## config.mk

```make
export PLATFORM = sky130hd
export DESIGN_NAME = pipe_stage_hs
export DESIGN_NICKNAME = d
export VERILOG_FILES = /design/src/rtl/pipe_stage_hs.sv
export SDC_FILE = /design/constraint.sdc
export NUM_CORES = 1
export LEC_CHECK = 0
export CORE_AREA = 2 2 168 203
export DETAILED_ROUTE_END_ITERATION = 7
export DIE_AREA = 0 0 170 205
export PLACE_DENSITY_LB_ADDON = 0.3
export SLEW_MARGIN = 10
export SYNTH_ARGS = -nofsm -noshare
export SYNTH_HDL_FRONTEND = slang
export SYNTH_SLANG_ARGS = --single-unit
```

## constraint.sdc

```tcl
create_clock -name clock -period 2.4 [get_ports clock]
set_input_delay 0.48 -clock clock [delete_from_list [all_inputs] [get_ports clock]]
set_output_delay 0.48 -clock clock [all_outputs]
set_load 0.01 [all_outputs]
```

## src/rtl/pipe_stage_hs.sv

```systemverilog
// pipe_stage_hs: valid/ready pipeline stage register with flush, saturating stall counter
// and an optional 2-entry skid buffer that keeps in_ready off the out_ready path.
module pipe_stage_hs #(
    parameter int CTRL_W = 16,
    parameter int DATA_W = 128,
    parameter int SKID   = 1,
    parameter int CNT_W  = 16
) (
    input  logic              clock,
    input  logic              reset,
    input  logic              in_valid,
    output logic              in_ready,
    input  logic [CTRL_W-1:0] in_ctrl,
    input  logic [DATA_W-1:0] in_data,
    input  logic [31:0]       in_pc,
    input  logic              flush,
    output logic              out_valid,
    input  logic              out_ready,
    output logic [CTRL_W-1:0] out_ctrl,
    output logic [DATA_W-1:0] out_data,
    output logic [31:0]       out_pc,
    output logic [CNT_W-1:0]  stall_cnt
);
    typedef enum logic [1:0] {EMPTY, BUSY, FULL} state_t;
    state_t            state;
    logic              rdy_q;
    logic [CTRL_W-1:0] skid_ctrl;
    logic [DATA_W-1:0] skid_data;
    logic [31:0]       skid_pc;
    logic              in_fire;
    logic              out_fire;
    assign in_ready = (SKID != 0) ? rdy_q : (!out_valid || out_ready);
    assign in_fire  = in_valid && in_ready;
    assign out_fire = out_valid && out_ready;
    // out_ctrl is cleared in the register itself whenever the slot empties, so a bubble
    // never carries RegWrite/MemWrite downstream.
    always_ff @(posedge clock or negedge reset) begin
        if (!reset) begin
            state     <= EMPTY;
            rdy_q     <= 1'b1;
            out_valid <= 1'b0;
            out_ctrl  <= '0;
            out_data  <= '0;
            out_pc    <= '0;
            skid_ctrl <= '0;
            skid_data <= '0;
            skid_pc   <= '0;
            stall_cnt <= '0;
        end else begin
            if (out_valid && !out_ready && stall_cnt != '1)
                stall_cnt <= stall_cnt + CNT_W'(1);
            if (flush) begin
                state     <= EMPTY;
                rdy_q     <= 1'b1;
                out_valid <= 1'b0;
                out_ctrl  <= '0;
            end else begin
                case (state)
                    EMPTY: if (in_fire) begin
                        state     <= BUSY;
                        out_valid <= 1'b1;
                        out_ctrl  <= in_ctrl;
                        out_data  <= in_data;
                        out_pc    <= in_pc;
                    end
                    BUSY: if (in_fire && out_fire) begin
                        out_ctrl <= in_ctrl;
                        out_data <= in_data;
                        out_pc   <= in_pc;
                    end else if (in_fire) begin
                        state     <= FULL;
                        rdy_q     <= 1'b0;
                        skid_ctrl <= in_ctrl;
                        skid_data <= in_data;
                        skid_pc   <= in_pc;
                    end else if (out_fire) begin
                        state     <= EMPTY;
                        out_valid <= 1'b0;
                        out_ctrl  <= '0;
                    end
                    FULL: if (out_fire) begin
                        state    <= BUSY;
                        rdy_q    <= 1'b1;
                        out_ctrl <= skid_ctrl;
                        out_data <= skid_data;
                        out_pc   <= skid_pc;
                    end
                    default: state <= EMPTY;
                endcase
            end
        end
    end
endmodule
```

======== Yosys cells after proc, flatten, opt, wreduce, memory -nomap -nowiden ========
Cells that the tools add are included.
storage, ports and cells
  register bits ........................... 372
  input port bits ......................... 181
  output and inout bits ................... 194
  word-level logic and storage cells ...... 78
cells by class
  add/subtract/negate cells ............... 1
  equality and inequality tests ........... 15
  multiplexer cells ....................... 33
  bitwise operators ....................... 2
  reductions and logical operators ........ 17
operators by type and width
  kind                   number
  $mux 128               3
  $pmux 128 s3           1
  $mux 16                6
  $mux 32                3
  $pmux 32 s3            1
  $pmux 16 s3            1
  $ne 3x3->1 const B     6
  $add 16x1->16 const B  1
  $ne 16x16->1 const B   1
  $reduce_and 5->1       3
  $mux 2                 6
  $ne 4x4->1 const B     3
  $reduce_and 4->1       3
  $mux 1                 9
  $reduce_bool 3->1      3
  $ne 2x2->1 const B     3
  $pmux 2 s3             1
  $logic_and 1x1->1      5
  $pmux 1 s2             2
  $reduce_bool 4->1      1
  $eq 2x1->1 const B     1
  $eq 2x2->1 const B     1
  $logic_not 2->1        1
  $not 1->1              2
  $logic_not 1->1        1

======== Logic depth before layout (Yosys ltp) ========
  depth after elaboration ................. 6
  mapped depth ............................ 9
  gate-level depth less buffers ........... 6

======== Worst setup path after synthesis ========
Ideal clock, no wire load.
  path kind ............................... flip-flop to flip-flop
  start point ............................. register state[1]
  end point ............................... register skid_data[100]
  data arrival time ....................... 2.023 ns
  setup slack ............................. 0.252 ns
  stages on the path, launching flop included .. 10
  buffers on the path ..................... 4
  clock period less this slack ............ 2.148 ns
  cell sequence ........................... dfrtp_1 > inv_1 > ha_1 > buf_2 > inv_1 > or4b_1 > buf_2 > buf_8 > buf_6 > mux2_4
between the ends
  longest elaborated chain between the ends .. 2
RTL lines
  element                            line  source
  start, declared                    25    state_t state;
  start signal, assigned             39    state <= EMPTY;
  start signal, assigned             53    state <= EMPTY;
  start signal, assigned             60    state <= BUSY;
  $eq 2x1->1                         58    case (state)
  $reduce_and 4->1 (no source line)  --
  end signal, assigned               74    skid_data <= in_data;
  end, declared                      28    logic [DATA_W-1:0] skid_data;
Every way passes these cells.
A chain may end at the register's enable or synchronous reset.

======== Worst setup path in the final report ========
  start point ............................. register state[1]
  end point ............................... register skid_data[30]
Same word-level chain as after synthesis.

==> flow_summary.toml <==
[routing]
drc_errors = 0
wl_um = 40460
postRouteAntennaNets = 0
wl_per_cell_um = 19.55
dr.pass1.iters = 5
drt-vias-per-instance = 5.352
vias = 11080
drt_iter0_markers = 595

[sta]
drv_slew = 0
fin_crit_ps = 2251
rsz0062_at_grt = "no"
finClkSkew_ps = 11.41
maxSlewHeadroom_pct = 53.07
hold_viol = 0
setup_slack_ps = 149.0
finalCritPeriodShare_pct = 93.79
setup-violations-final = 0
whs_ps = 492.8
tns_ps = 0
clock.fmax_ghz = 0.4443
tightestPinTransition_ps = 704.0

[logic_synthesis]
synthArstFlopShare_pct = 100.0
synth_most_common_cell = "dfrtp_1"
yosysUniqueCellTypes = 44
yosys-top-cells-area = "dfrtp_1 (57%), mux2_4 (13%), mux2i_1 (10%)"
ys_top_cells_by_count = "dfrtp_1 (371), nor2_1 (169), a21oi_1 (165)"
synth_edf_count = 0
synth_top_area_share_pct = 57.24
yosys_warnings = 0
synth_top_area_cell = "dfrtp_1"
synth_area_um2 = 16220
synth_fp_nets = 1427
ys.flop_type = "dfrtp_1"
syn_avg_cell_area_um2 = 13.08
ys_ff_latch = 372
synthCells = 1240
ys_seq_area_share_pct = 57.41

[setup_path]
required_ps = 2790
end_kind = "register"
crit_type = "register to register"
cp-start-kind = "register"
worstPathMaxFanout = 70
cp.arrival_ps = 2640

[power]
power_density_nw_per_um2 = 1273
clkPwrFrac_pct = 22.1
seqPwrFrac_pct = 39.9
power.internal_mw = 19.25
p_comb_share_pct = 38.1
vdd_drop_max_uv = 781.4
p_switching_mw = 8.805
sw_frac_of_total_pct = 31.38
leakage_nw = 9.463

[global_routing]
grt_pass1_wl_um = 64160
track_usage_pct = 23.20
grt_max_degree = 97
grt_remaining_overflow = 0
grt_pass1_vias = 11820
antenna_found_initial = 4

[flow_run]
maxCapViolCount = 0

[clock_network]
clk_latency_ps = 510
cts_buffers = 39
clkTransAtPathRegs_ps = 60
clk_path_buf_depth = 3
root_buffer = "clkbuf_16"
htree_levels = 2
cts.repair.resized = 0
cts_tree = "done"
clkSinkCount = 372

[die]
rows = 73
dieArea_um2 = 34850
ioPinCount = 375
fp.coreArea_um2 = 32880
start_util_pct = 49.32
die_h_um = 205
chipWidth_um = 170

[layout]
area.growth.synth_to_final_pct = 35.88
fill_cells = 2397
fin_nets = 1812
drive_above_1_share_pct = 18.43

[placed_design]
io_buffers = 374
gp_congestion = 0.8226
dp_hpwl_um = 27640
preCtsSetupSlack_ps = -46.28

[run_status]
outcome = "complete, no violations"

[hold_path]
worst_hold_path_type = "register to register"
## metal layers
layer | vias to the layer above | track usage [%] | share of wire, %
met5 | - | 0 | 0.032
met4 | 2 | 9.493 | 3.8
met3 | 89 | 4.675 | 5.6
met2 | 347 | 39.56 | 50
met1 | 5494 | 28.95 | 40
li1 | 5147 | - | -
## state kept, by name, indices dropped and copies added (netlist names)
name and cells:
skid_pc 32, in_ready 1, out_data 128, skid_ctrl 16, state 2, skid_data 128
out_valid 1, out_pc 32, stall_cnt 16, out_ctrl 16
## layout by cell type (no fill, tap or decap), drive strengths merged, types with 2 or more instances in the layout
cell and instances:
diode 3, buf 51, nand2b 2, a22oi 16, clkinv 9, and4 3
a41oi 2, nand2 12, xnor2 10, a2bb2oi 2, nor4 3, inv 5
a21oi 165, dfrtp 371, clkbuf 56, a31oi 2, xor2 2, clkinvlp 3
o2bb2ai 16, mux2i 162, mux2 179, bufinv 3, o21ai 3, ha 6
nor3 2, nor2 169, and3 2, nand4 7, nand3 7, clkdlybuf4s50 373
## kinds of logic (layout without fill, tap and decap cells)
group	count (synthesis)	after routing	synth area share, %
DFF	372	372	57.41
muxes	341	341	25.67
and+or+nand+nor	214	214	5.609
AOI/OAI and AO/OA	209	209	7.283
buffers and inverters	86	501	2.924
xor gates and xnor gates	12	12	0.6480
adders and majority gates	6	6	0.4629
other	0	3	0
## worst max-delay path, cell delays in order (launching register included)
cell and delay [ps]:
dfrtp_1 440, inv_1 130, ha_1 180, inv_1 80
or4b_4 570, buf_12 240, mux2_4 380
## cell type report
type / instances / area, um2 / area share, %
flip-flops and latches: 372 / 9310 / 42.25
inverters: 5 / 18.77 / 0.08516
clock inverters: 15 / 157.7 / 0.7154
multi-input cells: 782 / 6459 / 29.31
diodes: 3 / 7.507 / 0.03407
repair buffers: 425 / 4397 / 19.95
well taps: 412 / 515.5 / 2.339
clock buffers: 56 / 1172 / 5.320
## power groups by stage
stage / sequential (mW) / combinational (mW) / clock [mW]
6_report: 11.2 / 10.7 / 6.19
3_3_place_gp: 11.1 / 10.4 / 0
2_1_floorplan: 11.4 / 5.29 / 0
4_1_cts: 11.2 / 10.8 / 6.31
3_5_place_dp: 11.2 / 10.7 / 0
5_1_grt: 11.5 / 11.6 / 6.58
## path summary, 6_finish.rpt
kind | start | to | slack [ps] | depth (start not counted)
setup / recovery | state[1] | skid_data[30] | 150 | 6
hold / removal | out_ctrl[5] | out_ctrl[5] | 490 | 1
setup reg to reg | state[1] | skid_data[30] | 150 | 6
max in group asynchronous | reset | skid_data[60] | 1090 | 3
hold reg to reg | out_ctrl[5] | out_ctrl[5] | 490 | 1
min in group asynchronous | reset | out_data[85] | 510 | 2
## through the flow
stage | util, % | power (mW) | std cells | cell area [um2]
final | 67.02 | 28.06 | 2070 | 22040
after global routing | 67.02 | 29.64 | 2070 | 22040
after CTS | 66.97 | 28.24 | 2066 | 22020
after detailed placement | 62.90 | 21.88 | 1994 | 20680
after global placement | 62.90 | 21.46 | 1994 | 20680
after floorplan | - | 16.65 | 1240 | 16220
## timing repair
item | CTS | global route
hold buffers | 1 | 0
hold endpoints to repair | 51 | 0
buffers inserted | 0 | 1
endpoints found under the setup margin | 0 | 11
No activity file was read; power rests on OpenSTA's default activity.
